===== config.mk =====
export PLATFORM = sky130hd
export DESIGN_NAME = booth_datapath
export DESIGN_NICKNAME = d
export VERILOG_FILES = /design/src/rtl/booth_datapath.sv
export SDC_FILE = /design/constraint.sdc
export NUM_CORES = 1
export LEC_CHECK = 0
export BUFFER_PORTS_ARGS = -buffer_cell sky130_fd_sc_hd__buf_2
export CAP_MARGIN = 20
export CORE_MARGIN = 8
export CORE_UTILIZATION = 55
export CTS_BUF_LIST = sky130_fd_sc_hd__clkbuf_4
export DETAILED_ROUTE_END_ITERATION = 8
export GPL_TIMING_DRIVEN = 0
export PLACE_DENSITY_LB_ADDON = 0.05
export SLEW_MARGIN = 5
export SYNTH_ARGS = -nofsm -noshare
export SYNTH_HDL_FRONTEND = slang
export SYNTH_SLANG_ARGS = --single-unit

===== constraint.sdc =====
create_clock -name clk -period 3.77 [get_ports clk]
set_input_delay 0.377 -clock clk [delete_from_list [all_inputs] [get_ports clk]]
set_output_delay 0.377 -clock clk [all_outputs]
set_load 0.05 [all_outputs]

===== src/rtl/booth_datapath.sv =====
// Radix-2 Booth multiplier datapath: M/A/Q/Q_1 registers driven by the control
// FSM's strobes, plus a registered 2N-bit product with a one-cycle valid pulse.
module booth_datapath #(
  parameter int N = 8
) (
  input  logic           clk,
  input  logic           rst,
  input  logic [N-1:0]   multiplicand_i,
  input  logic [N-1:0]   multiplier_i,
  input  logic           load_b,
  input  logic           load_a,
  input  logic           load_add,
  input  logic           add_sub,
  input  logic           shift_q,
  input  logic           done,
  output logic           q0,
  output logic           q_1,
  output logic [2*N-1:0] product_o,
  output logic           product_valid_o
);

  logic [N-1:0]   m_q, m_d;
  logic [N:0]     a_q, a_d;
  logic [N-1:0]   q_q, q_d;
  logic           q1_q, q1_d;
  logic [2*N-1:0] prod_q, prod_d;
  logic           valid_q, valid_d;

  logic [N:0]     m_ext;
  logic [N:0]     sum;
  logic [N:0]     add_res;
  logic [N:0]     a_shr;
  logic [N-1:0]   q_shr;

  // A is one bit wider than M so that subtracting M = -2^(N-1) never overflows.
  assign m_ext   = {m_q[N-1], m_q};
  assign sum     = add_sub ? (a_q - m_ext) : (a_q + m_ext);
  assign add_res = load_add ? sum : a_q;

  // Arithmetic right shift of {add_res, Q}; the add result feeds the shift so
  // a fused add+shift completes one Booth iteration per cycle.
  genvar gi;
  generate
    for (gi = 0; gi < N; gi++) begin : g_a_shr
      assign a_shr[gi] = add_res[gi+1];
    end
    for (gi = 0; gi < N - 1; gi++) begin : g_q_shr
      assign q_shr[gi] = q_q[gi+1];
    end
  endgenerate
  assign a_shr[N]   = add_res[N];
  assign q_shr[N-1] = add_res[0];

  always_comb begin
    m_d     = m_q;
    a_d     = a_q;
    q_d     = q_q;
    q1_d    = q1_q;
    prod_d  = prod_q;
    valid_d = done;

    if (load_b) begin
      m_d = multiplicand_i;
    end

    if (load_a) begin
      a_d  = '0;
      q_d  = multiplier_i;
      q1_d = 1'b0;
    end else if (shift_q) begin
      a_d  = a_shr;
      q_d  = q_shr;
      q1_d = q_q[0];
    end else if (load_add) begin
      a_d  = sum;
    end

    // Captures the pre-edge {A,Q}, so done may overlap the next operand load.
    if (done) begin
      prod_d = {a_q[N-1:0], q_q};
    end
  end

  always_ff @(posedge clk) begin
    if (!rst) begin
      m_q     <= '0;
      a_q     <= '0;
      q_q     <= '0;
      q1_q    <= 1'b0;
      prod_q  <= '0;
      valid_q <= 1'b0;
    end else begin
      m_q     <= m_d;
      a_q     <= a_d;
      q_q     <= q_d;
      q1_q    <= q1_d;
      prod_q  <= prod_d;
      valid_q <= valid_d;
    end
  end

  assign q0              = q_q[0];
  assign q_1             = q1_q;
  assign product_o       = prod_q;
  assign product_valid_o = valid_q;

endmodule


==> run_results.csv <==
group,metric,value,unit
outcome,run_status,"finished clean",
clock_network,clk_latency,0.35,ns
grt,grt_overflow,0,
sta,worst_hold_slack,0.278,ns
placed_design,place.gp.congestion,0.769,
grt,grtUsageTotal,14.4,%
synthesis,ys_ff_latch,43,
setup_path,critPathRequiredTime,4.01,ns
sta,skew,0.00695,ns
setup_path,crit_type,"reg -> reg",
sta,finalHoldViolations,0,
sta,worstMarginPinSlew,0.548,ns
synthesis,synth_edf_count,0,
drt,drt-pass1-iter-count,4,
pwr,p_leak,1.12,nW
cells_and_area,design_area,2490,µm²
sta,finalCriticalPeriod,2.73,ns
grt,grt_max_degree,14,
die,rows,23,
die,die-area,6200,µm²
pwr,seq_power_share,47.1,%
setup_path,r2r_slack,1.04,ns
placed_design,dpl_cell_area,2410,µm²
cells_and_area,antenna_cells,0,
clock_network,clk_pin_slew,0.13,ns
clock_network,cts-root-buf,"clkbuf_4",
synthesis,synthesis.area,2170,µm²
die,core_area,3880,µm²
drt,routed_wl,4360,µm
sta,grt_setup_unrepaired,"false",
grt,top_usage_layer,"met2",
flow_run,maxCapViolCount,0,
grt,grt_pass1_vias,1631,
placed_design,portBuffers,37,
grt,grt_util_met3,4.97,%
pwr,switchingPower,324,µW
grt,grt_use_met1,17.8,%
setup_path,cp-end-kind,"flop",
setup_path,cp_max_fo,5,
pwr,p_total,1.06,mW
cells_and_area,fin_cells,327,
pwr,power_frac_clock,26.7,%
drt,drc_errors,0,
clock_network,numCtsBuffers,5,
drt,vias_per_cell,5.20,
die,initial_core_util,55.8,%
clock_network,cts_resized,0,
synthesis,syn_avg_cell_area,9.34,µm²
sta,timing.fmax,367,MHz
synthesis,synth_top_area_share,39.7,%
setup_path,startpoint_type,"flop",
placed_design,dp_hpwl,3380,µm
pwr,ir_drop,0.349,mV
synthesis,synthTopCellsByArea,"dfxtp_1 (40%), mux2i_1 (16%), nor2b_1 (8.1%)",
sta,setup_violations,0,
pwr,cellPowerDensity,427,nW/µm²
synthesis,synthTopCellsByCount,"dfxtp_1 (43), mux2i_1 (35), nor2b_1 (28)",
synthesis,ys_async_sr_fraction,0,%
clock_network,htreeDepth,2,
drt,antenna_left,0,
synthesis,yosysSeqAreaShare,39.7,%
sta,slew_violations,0,
drt,wl_per_cell,13.3,µm
grt,grt_pass1_wl,7290,µm
clock_network,cts.path.max_buffers,2,
setup_path,arrival,2.96,ns
synthesis,yosysWarnings,0,
cells_and_area,layout-drive-gt1-share,18.1,%
drt,first_iter_violations,116,
synthesis,ys_dominant_reg_cell,"dfxtp_1",
pwr,combPwrFrac,26.2,%
clock_network,cts_tree,"done",
hold_path,hp-class,"in -> reg",
sta,slew_headroom,63.5,%
synthesis,synth_most_common_cell,"dfxtp_1",
grt,antenna_found_initial,0,
clock_network,hold_buffers,0,
sta,finalSetupTns,0,ns
pwr,p_int,741,µW
placed_design,dp_cells,319,
clock_network,cts_setup_buffers,0,
synthesis,synth_cell_types,32,
drt,vias,1702,
synthesis,synth_nets,266,
cells_and_area,final_nets,310,
cells_and_area,area_growth_syn_to_layout,15.0,%
grt,use_met2,22.9,%
pwr,p_sw_share,30.4,%
sta,post-route-period-util,72.4,%
clock_network,cts_sinks,43,
cells_and_area,fill_cells,363,
die,io_pins,43,
die,die_h,78.8,µm
synthesis,synth_top_area_cell,"dfxtp_1",
die,die_w,78.8,µm
synthesis,netlist_instances,232,
==> logic make-up after synthesis <==
kind of cell               synth area share, %
and+or+nand+nor                           16.7
adders and majority gates                 6.12
DFF                                       39.7
AOI/OAI and AO/OA                         12.4
muxes                                     16.7
xor gates and xnor gates                  4.85
buffers and inverters                     3.52
==> worst max-delay path, stage by stage (launching register included) <==
cell     delay [ns]
dfxtp_1        0.45
inv_1          0.07
ha_1           0.29
mux2i_1        0.25
ha_1           0.28
nor2b_1        0.14
o31a_1         0.29
o21a_1         0.19
or3_1          0.31
a31oi_1        0.24
o22ai_1        0.12
==> per-stage QoR <==
stage	setup slack [ns]	util, %
6_report	1.04	64.1
5_1_grt	0.880	64.1
4_1_cts	1.01	64.1
3_5_place_dp	1.05	62.2
3_3_place_gp	1.07	62.2
2_1_floorplan	1.34	-
==> cells in the final DEF, fill, tap and decap left out, drive strengths merged <==
cell type  netlist  routed
a211oi           1       1
a21o             1       1
a21oi            8       8
a31oi            3       3
a41oi            1       1
and2             9       9
and3             1       1
buf              4      41
bufinv           0       1
clkbuf           8      13
clkinv           0       2
dfxtp           43      43
fa               1       1
ha               9       9
inv              7       7
mux2             1       1
mux2i           35      35
nand2           13      13
nand2b           2       2
nand3            1       1
nor2            10      10
nor2b           28      28
nor3             3       3
o211ai           2       2
o21a             3       3
o21ai           14      14
o221ai           1       1
o22ai            8       8
o31a             2       2
or3              1       1
xnor2            8       8
xor2             4       4
==> power groups by stage <==
| stage | Sequential, mW | Combinational [mW] | Clock [mW] |
|---|---|---|---|
| after floorplan | 0.532 | 0.199 | 0 |
| after global placement | 0.512 | 0.275 | 0 |
| after detailed placement | 0.512 | 0.278 | 0 |
| after CTS | 0.502 | 0.280 | 0.294 |
| after global routing | 0.504 | 0.311 | 0.314 |
| final | 0.501 | 0.279 | 0.284 |
==> final timing paths <==
check | to | cells past startpoint | startpoint
setup / recovery | a_q[5] | 10 | m_q[0]
hold / removal | m_q[1] | 3 | multiplicand_i[1]
setup reg to reg | a_q[5] | 10 | m_q[0]
hold reg to reg | q_1 | 2 | q_1
==> state kept, by name, summed over array words and instances, names as in the netlist <==
signal	count
q_1	1
m_q	8
q_q	8
a_q	9
product_valid_o	1
product_o	16
==> final cells by class <==
cell class | count | area (µm²) | area share (%)
buffer | 12 | 50.0 | 2.01
clock inverter | 3 | 38.8 | 1.56
multi-input combinational | 170 | 1230 | 49.4
inverter | 7 | 26.3 | 1.05
tap | 50 | 62.6 | 2.51
sequential | 43 | 861 | 34.6
timing repair buffer | 37 | 185 | 7.43
clock buffer | 5 | 37.5 | 1.51
==> layer usage <==
layer,vias to the layer above,wire (µm)
li1,887,-
met1,777,2060
met2,33,2040
met3,5,210
met4,0,46
met5,-,0
(Power assumes the default switching activity.)
